<file path="src/rtl/multicycle_core_ris.sv">
`timescale 1ns/1ps
`default_nettype none
// ============================================================================
//  Module      : multicycle_core_ris
//  Description : Multi-cycle RV32 core for R-, I- (ALU, load) and S-type
//                instructions. Fetch and data share one ready-handshaked
//                memory port. Unsupported or misaligned operations halt the
//                core in a sticky trap state.
//  Revision    : 1.0 - initial release
// ============================================================================
module multicycle_core_ris #(
   parameter int          NREG     = 32,
   parameter logic [31:0] RESET_PC = 32'h0000_0000
) (
   input  logic        clk,
   input  logic        rst,
   output logic        mem_req,
   output logic        mem_we,
   output logic [31:0] mem_addr,
   output logic [31:0] mem_wdata,
   output logic [3:0]  mem_wstrb,
   input  logic [31:0] mem_rdata,
   input  logic        mem_ready,
   output logic [31:0] pc,
   output logic [31:0] result,
   output logic        zero,
   output logic        retire,
   output logic        trap
);

   localparam int         RW     = $clog2(NREG);
   localparam logic [5:0] NREG_W = 6'(NREG);
   localparam logic [6:0] OP_R   = 7'b0110011;
   localparam logic [6:0] OP_I   = 7'b0010011;
   localparam logic [6:0] OP_LD  = 7'b0000011;
   localparam logic [6:0] OP_ST  = 7'b0100011;

   typedef enum logic [2:0] {
      S_FETCH  = 3'd0,
      S_DECODE = 3'd1,
      S_EXEC   = 3'd2,
      S_MEM    = 3'd3,
      S_WB     = 3'd4,
      S_TRAP   = 3'd5
   } state_t;

   state_t      state, state_nxt;
   logic [31:0] ir, a, b, imm, mdr;
   logic [31:0] regs [NREG];

   // Instruction fields
   logic [6:0]  opcode, funct7;
   logic [4:0]  rd, rs1, rs2;
   logic [2:0]  funct3;
   logic        is_load, is_store, is_mem;

   assign opcode   = ir[6:0];
   assign rd       = ir[11:7];
   assign funct3   = ir[14:12];
   assign rs1      = ir[19:15];
   assign rs2      = ir[24:20];
   assign funct7   = ir[31:25];
   assign is_load  = (opcode == OP_LD);
   assign is_store = (opcode == OP_ST);
   assign is_mem   = is_load | is_store;

   logic        legal, uses_rs2, uses_rd, idx_bad;
   logic [31:0] imm_gen;

   // Opcode/funct legality and which register fields are meaningful
   always_comb begin
      legal    = 1'b0;
      uses_rs2 = 1'b0;
      uses_rd  = 1'b0;
      case (opcode)
         OP_R: begin
            uses_rs2 = 1'b1;
            uses_rd  = 1'b1;
            legal    = (funct7 == 7'h00) ||
                       (funct7 == 7'h20 && (funct3 == 3'b000 || funct3 == 3'b101));
         end
         OP_I: begin
            uses_rd = 1'b1;
            case (funct3)
               3'b001:  legal = (funct7 == 7'h00);
               3'b101:  legal = (funct7 == 7'h00) || (funct7 == 7'h20);
               default: legal = 1'b1;
            endcase
         end
         OP_LD: begin
            uses_rd = 1'b1;
            legal   = (funct3 == 3'b000) || (funct3 == 3'b001) || (funct3 == 3'b010) ||
                      (funct3 == 3'b100) || (funct3 == 3'b101);
         end
         OP_ST: begin
            uses_rs2 = 1'b1;
            legal    = (funct3 == 3'b000) || (funct3 == 3'b001) || (funct3 == 3'b010);
         end
         default: legal = 1'b0;
      endcase
   end

   // Register indices beyond the implemented file (RV32E) are illegal
   assign idx_bad = ({1'b0, rs1} >= NREG_W) ||
                    (uses_rs2 && ({1'b0, rs2} >= NREG_W)) ||
                    (uses_rd  && ({1'b0, rd}  >= NREG_W));

   assign imm_gen = is_store ? {{20{ir[31]}}, ir[31:25], ir[11:7]}
                             : {{20{ir[31]}}, ir[31:20]};

   // ALU: address generation for memory ops, otherwise R/I arithmetic
   logic [31:0] op2, alu;
   logic [4:0]  shamt;
   logic        misaligned;

   assign op2   = (opcode == OP_R) ? b : imm;
   assign shamt = op2[4:0];

   // Combinational ALU
   always_comb begin
      alu = 32'd0;
      if (is_mem) begin
         alu = a + imm;
      end else begin
         case (funct3)
            3'b000:  alu = (opcode == OP_R && funct7[5]) ? (a - op2) : (a + op2);
            3'b001:  alu = a << shamt;
            3'b010:  alu = {31'd0, ($signed(a) < $signed(op2))};
            3'b011:  alu = {31'd0, (a < op2)};
            3'b100:  alu = a ^ op2;
            3'b101:  alu = funct7[5] ? 32'($signed(a) >>> shamt) : (a >> shamt);
            3'b110:  alu = a | op2;
            default: alu = a & op2;
         endcase
      end
   end

   assign misaligned = is_mem &&
                       (((funct3[1:0] == 2'b01) && alu[0]) ||
                        ((funct3[1:0] == 2'b10) && (alu[1:0] != 2'b00)));

   // Store lane placement and load extraction, both keyed by result[1:0]
   logic [31:0] st_data, ld_shift, ld_val, wb_data;
   logic [3:0]  st_strb;

   // Store data replication and byte strobes
   always_comb begin
      case (funct3[1:0])
         2'b00: begin
            st_data = {4{b[7:0]}};
            st_strb = 4'b0001 << result[1:0];
         end
         2'b01: begin
            st_data = {2{b[15:0]}};
            st_strb = result[1] ? 4'b1100 : 4'b0011;
         end
         default: begin
            st_data = b;
            st_strb = 4'b1111;
         end
      endcase
   end

   assign ld_shift = mdr >> {result[1:0], 3'b000};

   // Load sign/zero extension
   always_comb begin
      case (funct3)
         3'b000:  ld_val = {{24{ld_shift[7]}},  ld_shift[7:0]};
         3'b001:  ld_val = {{16{ld_shift[15]}}, ld_shift[15:0]};
         3'b100:  ld_val = {24'd0, ld_shift[7:0]};
         3'b101:  ld_val = {16'd0, ld_shift[15:0]};
         default: ld_val = ld_shift;
      endcase
   end

   assign wb_data = is_load ? ld_val : result;

   // Next-state logic and bus/retire outputs
   always_comb begin
      state_nxt = state;
      mem_req   = 1'b0;
      mem_we    = 1'b0;
      mem_addr  = pc;
      mem_wdata = 32'd0;
      mem_wstrb = 4'b0000;
      retire    = 1'b0;
      case (state)
         S_FETCH: begin
            mem_req = 1'b1;
            if (mem_ready) state_nxt = S_DECODE;
         end
         S_DECODE: begin
            state_nxt = (!legal || idx_bad) ? S_TRAP : S_EXEC;
         end
         S_EXEC: begin
            if (misaligned)  state_nxt = S_TRAP;
            else if (is_mem) state_nxt = S_MEM;
            else             state_nxt = S_WB;
         end
         S_MEM: begin
            mem_req  = 1'b1;
            mem_addr = {result[31:2], 2'b00};
            if (is_store) begin
               mem_we    = 1'b1;
               mem_wdata = st_data;
               mem_wstrb = st_strb;
            end
            if (mem_ready) begin
               if (is_store) begin
                  retire    = 1'b1;
                  state_nxt = S_FETCH;
               end else begin
                  state_nxt = S_WB;
               end
            end
         end
         S_WB: begin
            retire    = 1'b1;
            state_nxt = S_FETCH;
         end
         S_TRAP:  state_nxt = S_TRAP;
         default: state_nxt = S_TRAP;
      endcase
      // An asynchronous reset withdraws any outstanding request at once
      if (rst) begin
         mem_req = 1'b0;
         mem_we  = 1'b0;
      end
   end

   // State, PC and datapath registers
   always_ff @(posedge clk or posedge rst) begin
      if (rst) begin
         state  <= S_FETCH;
         pc     <= RESET_PC;
         ir     <= 32'd0;
         a      <= 32'd0;
         b      <= 32'd0;
         imm    <= 32'd0;
         mdr    <= 32'd0;
         result <= 32'd0;
      end else begin
         state <= state_nxt;
         case (state)
            S_FETCH:  if (mem_ready) ir <= mem_rdata;
            S_DECODE: begin
               a   <= regs[rs1[RW-1:0]];
               b   <= regs[rs2[RW-1:0]];
               imm <= imm_gen;
            end
            S_EXEC:   result <= alu;
            S_MEM:    if (mem_ready && !is_store) mdr <= mem_rdata;
            default:  ;
         endcase
         if (retire) pc <= pc + 32'd4;
      end
   end

   // Register file; x0 is never written so it always reads 0
   always_ff @(posedge clk or posedge rst) begin
      if (rst) begin
         for (int i = 0; i < NREG; i++) regs[i] <= 32'd0;
      end else if (state == S_WB && rd != 5'd0) begin
         regs[rd[RW-1:0]] <= wb_data;
      end
   end

   assign zero = (result == 32'd0);
   assign trap = (state == S_TRAP);

endmodule
`default_nettype wire

</file>
<file path="config.mk">
export PLATFORM = sky130hd
export DESIGN_NAME = multicycle_core_ris
export DESIGN_NICKNAME = d
export VERILOG_FILES = /design/src/rtl/multicycle_core_ris.sv
export SDC_FILE = /design/constraint.sdc
export NUM_CORES = 2
export LEC_CHECK = 0
export CORE_AREA = 2 2 365 367
export DETAILED_ROUTE_END_ITERATION = 12
export DIE_AREA = 0 0 367 369
export PLACE_DENSITY_LB_ADDON = 0.2
export SYNTH_ARGS = -nofsm -noshare
export SYNTH_HDL_FRONTEND = slang
export SYNTH_SLANG_ARGS = --single-unit
export TNS_END_PERCENT = 50
</file>
<file path="constraint.sdc">
create_clock -name clk -period 40.4 [get_ports clk]
set_input_delay 8.08 -clock clk [delete_from_list [all_inputs] [get_ports clk]]
set_output_delay 8.08 -clock clk [all_outputs]
set_load 0.005 [all_outputs]
</file>
==> flow_metrics.py <==
metrics = {
    "global_routing": {
        "grt_pass1_wl_um": 391000,
        "grt_pass1_vias": 56100,
        "antenna_found_initial": 9,
        "overflow": 0,
        "grt_use_total_pct": 39.7,
        "grt_max_degree": 185,
    },
    "critical_path": {
        "cp-end-kind": "output pin",
        "r2r_setup_slack_ns": 33.99,
        "path_max_fanout": 8,
        "cp-start-kind": "input pin",
        "cp_cell_sequence": "clkdlybuf4s50_1 -> inv_1 -> o31ai_4 -> clkdlybuf4s50_1",
        "crit_type": "input pin to output pin",
        "timing.rr.start": "ir[6]",
        "path_common_cell": "clkdlybuf4s50_1",
        "crit_slowest_cell": "clkdlybuf4s50_1",
        "critPathMaxStageDelay_ns": 0.62,
        "reg2regPathDepth": 20,
        "worstSetupStartpoint": "mem_ready",
        "reg2reg_to": "result[31]",
        "arrival_ns": 9.88,
        "required_ns": 32.32,
    },
    "cts": {
        "cts_setup_buffers": 0,
        "cts_htree_levels": 4,
        "clockBufferDepth": 3,
        "clk_latency_ns": 0.81,
        "ctsResizeCount": 0,
        "cts_root_buf": "clkbuf_16",
        "clk_pin_slew_ns": 0.06,
        "cts_tree": "yes",
        "clock-sinks": 1229,
        "ctsHoldBuffers": 0,
        "cts_made_buffers": 137,
    },
    "synth": {
        "yosysTopAreaCellShare_pct": 42.8,
        "syn_area_per_cell_um2": 10.6,
        "ys_ff_latch": 1229,
        "synth_cell_types": 95,
        "netlist_area_mm2": 0.0718,
        "netlist_instances": 6804,
        "ys_seq_area_share_pct": 42.8,
        "synth_edf_count": 0,
        "synth_area_leaders": "dfrtp_1, mux4_2, o21ai_0",
        "yosysWarnings": 0,
        "async_flop_share_pct": 100,
        "synth_ff_type": "dfrtp_1",
        "yosysTopAreaCell": "dfrtp_1",
    },
    "die": {
        "initial_core_util_pct": 54.8,
        "die_y_um": 369,
        "dieArea_mm2": 0.135,
        "num_rows": 133,
        "die_w_um": 367,
        "core_area_mm2": 0.131,
        "ios": 172,
    },
    "pwr": {
        "p_leak_nw": 33.6,
        "powerDensity_mw_per_mm2": 76.0,
        "ir_drop_v": 0.0000516,
        "finalPower_mw": 6.05,
    },
    "sta": {
        "maxSlewHeadroom_pct": 10.9,
        "max_freq_mhz": 55.7,
        "skew_ns": 0.0397,
        "setup_viol": 0,
        "slew_violations": 0,
        "hold_viol": 0,
        "fin_crit_ns": 17.96,
        "fin_crit_sh_pct": 44.5,
        "rsz0062_at_grt": "no",
        "setup_tns_ns": 0,
        "tightest_slew_ns": 1.30,
    },
    "finish": {
        "finalNetCount": 6759,
        "drive_gt1_share_pct": 18.6,
        "area_growth_pct": 10.8,
    },
    "placed_design": {
        "post-dp-hpwl_um": 171000,
        "port_buffers": 167,
        "gp_congestion": 1.06,
    },
    "detailed_routing": {
        "drt-pass1-iter-count": 8,
        "final_antenna_net_count": 0,
        "dr.first_iter.drc_count": 6858,
        "via_per_inst": 6.83,
        "via_count": 57800,
        "drcViolationCount": 0,
        "routed_wirelength_um": 267000,
        "wl_per_cell_um": 31.6,
    },
    "hold_path": {
        "holdPathStages": 0,
        "hold_path.class": "register to register",
        "worstHoldStart": "regs[1023]",
        "holdPathEnd": "regs[1023]",
    },
    "job": {
        "drv_cap": 0,
    },
    "run_status": {
        "status": "finished clean",
    },
}
[worst max path at each step]
stage / slack [ns] / to
finish: 22.44 / retire
global route: 22.38 / retire
global placement: 22.43 / retire
detailed placement: 22.45 / retire
floorplan: 15.34 / a[0]
CTS: 22.44 / retire
[routing by layer]
metal	GRT usage, %	vias to the layer above	share of wire (%)
met5	0	-	0.018
met4	23.9	8	7.0
met3	8.73	821	9.5
met2	60.4	3246	45
met1	52.6	29200	38
li1	-	24500	-
[cell usage in the layout (no fill, tap or decap), types with 20 or more instances in the layout]
| master | netlist | final |
|---|---|---|
| nand2_4 | 0 | 31 |
| o21ai_1 | 20 | 20 |
| mux2i_1 | 216 | 215 |
| nor4_1 | 29 | 29 |
| nor2_1 | 262 | 259 |
| inv_1 | 112 | 111 |
| clkdlybuf4s50_1 | 0 | 167 |
| nand3_1 | 57 | 56 |
| mux4_2 | 646 | 646 |
| nor3_1 | 41 | 39 |
| mux2_2 | 109 | 109 |
| o21ai_0 | 1148 | 1130 |
| a211oi_1 | 62 | 62 |
| a21o_1 | 60 | 60 |
| a21oi_1 | 307 | 302 |
| xor2_1 | 21 | 21 |
| clkbuf_8 | 0 | 28 |
| dfrtp_1 | 1229 | 1217 |
| nand4_1 | 28 | 28 |
| nand2_1 | 1215 | 1183 |
| nor2b_1 | 24 | 23 |
| o211ai_1 | 35 | 35 |
| a31oi_1 | 28 | 28 |
| xnor2_1 | 60 | 60 |
| clkbuf_16 | 0 | 140 |
| clkbuf_1 | 521 | 24 |
| buf_4 | 10 | 137 |
| ha_1 | 122 | 122 |
[logic make-up (layout without fill, tap and decap cells)]
kind of cell / Yosys count / in the layout / share of synthesized area, %
adder cells (fa/ha/maj): 124 / 124 / 2.18
XOR/XNOR: 81 / 81 / 0.988
multiplexers: 972 / 972 / 25.0
AO/OA/AOI/OAI: 1867 / 1867 / 14.6
AND/OR/NAND/NOR: 1758 / 1758 / 10.2
flip-flops: 1229 / 1229 / 42.8
buffers and inverters: 772 / 672 / 4.22
other: 1 / 7 / 0.00522
[layout make-up]
type                    instances  area (um2)
flip-flops and latches       1229       30800
inverters                     118         447
well taps                    1755        2200
fillers                     10900       51500
clock buffers                 192        3980
diodes                          3        7.51
repair buffers                308        2780
clock inverters                54         787
multi-input cells            4806       38600
[per-stage QoR]
stage          utilization [%]  instances  hold slack [ns]  area (um2)  worst slack (ns)
3_3_place_gp              57.1       8216            0.376       74900             22.43
6_report                  60.7       8465            0.393       79600             22.44
4_1_cts                   60.7       8462            0.396       79600             22.44
3_5_place_dp              57.1       8216            0.382       74900             22.45
5_1_grt                   60.7       8462            0.408       79600             22.38
2_1_floorplan                -       6807            0.441       71900             15.34
[where the power goes]
group / leakage (nW) / switching [mW] / internal, mW
clock network: 2.33 / 0.543 / 0.783
registers: 16.8 / 0.338 / 1.44
logic: 14.5 / 1.85 / 1.10
total: 33.6 / 2.73 / 3.32
[registers in the layout (all words and copies together), names as in the netlist]
| name | count |
|---|---|
| result | 32 |
| pc | 30 |
| ir | 32 |
| b | 32 |
| state | 3 |
| mdr | 32 |
| imm | 12 |
| regs | 1024 |
| a | 32 |
[worst max-delay path, delay by kind of cell]
| family | cells | cell delay [ns] |
|---|---|---|
| AOI/OAI and AO/OA | 1 | 0.44 |
| buffers and inverters | 3 | 1.35 |
[cell usage after synthesis (all sizes together) (109+ instances only)]
| cell | n |
|---|---|
| mux2i | 217 |
| mux2 | 109 |
| inv | 118 |
| ha | 122 |
| mux4 | 646 |
| nand2 | 1218 |
| buf | 133 |
| nor2 | 265 |
| o21ai | 1173 |
| clkbuf | 521 |
| dfrtp | 1229 |
| a21oi | 307 |
Note: power is estimated with default switching activity, not from simulation.
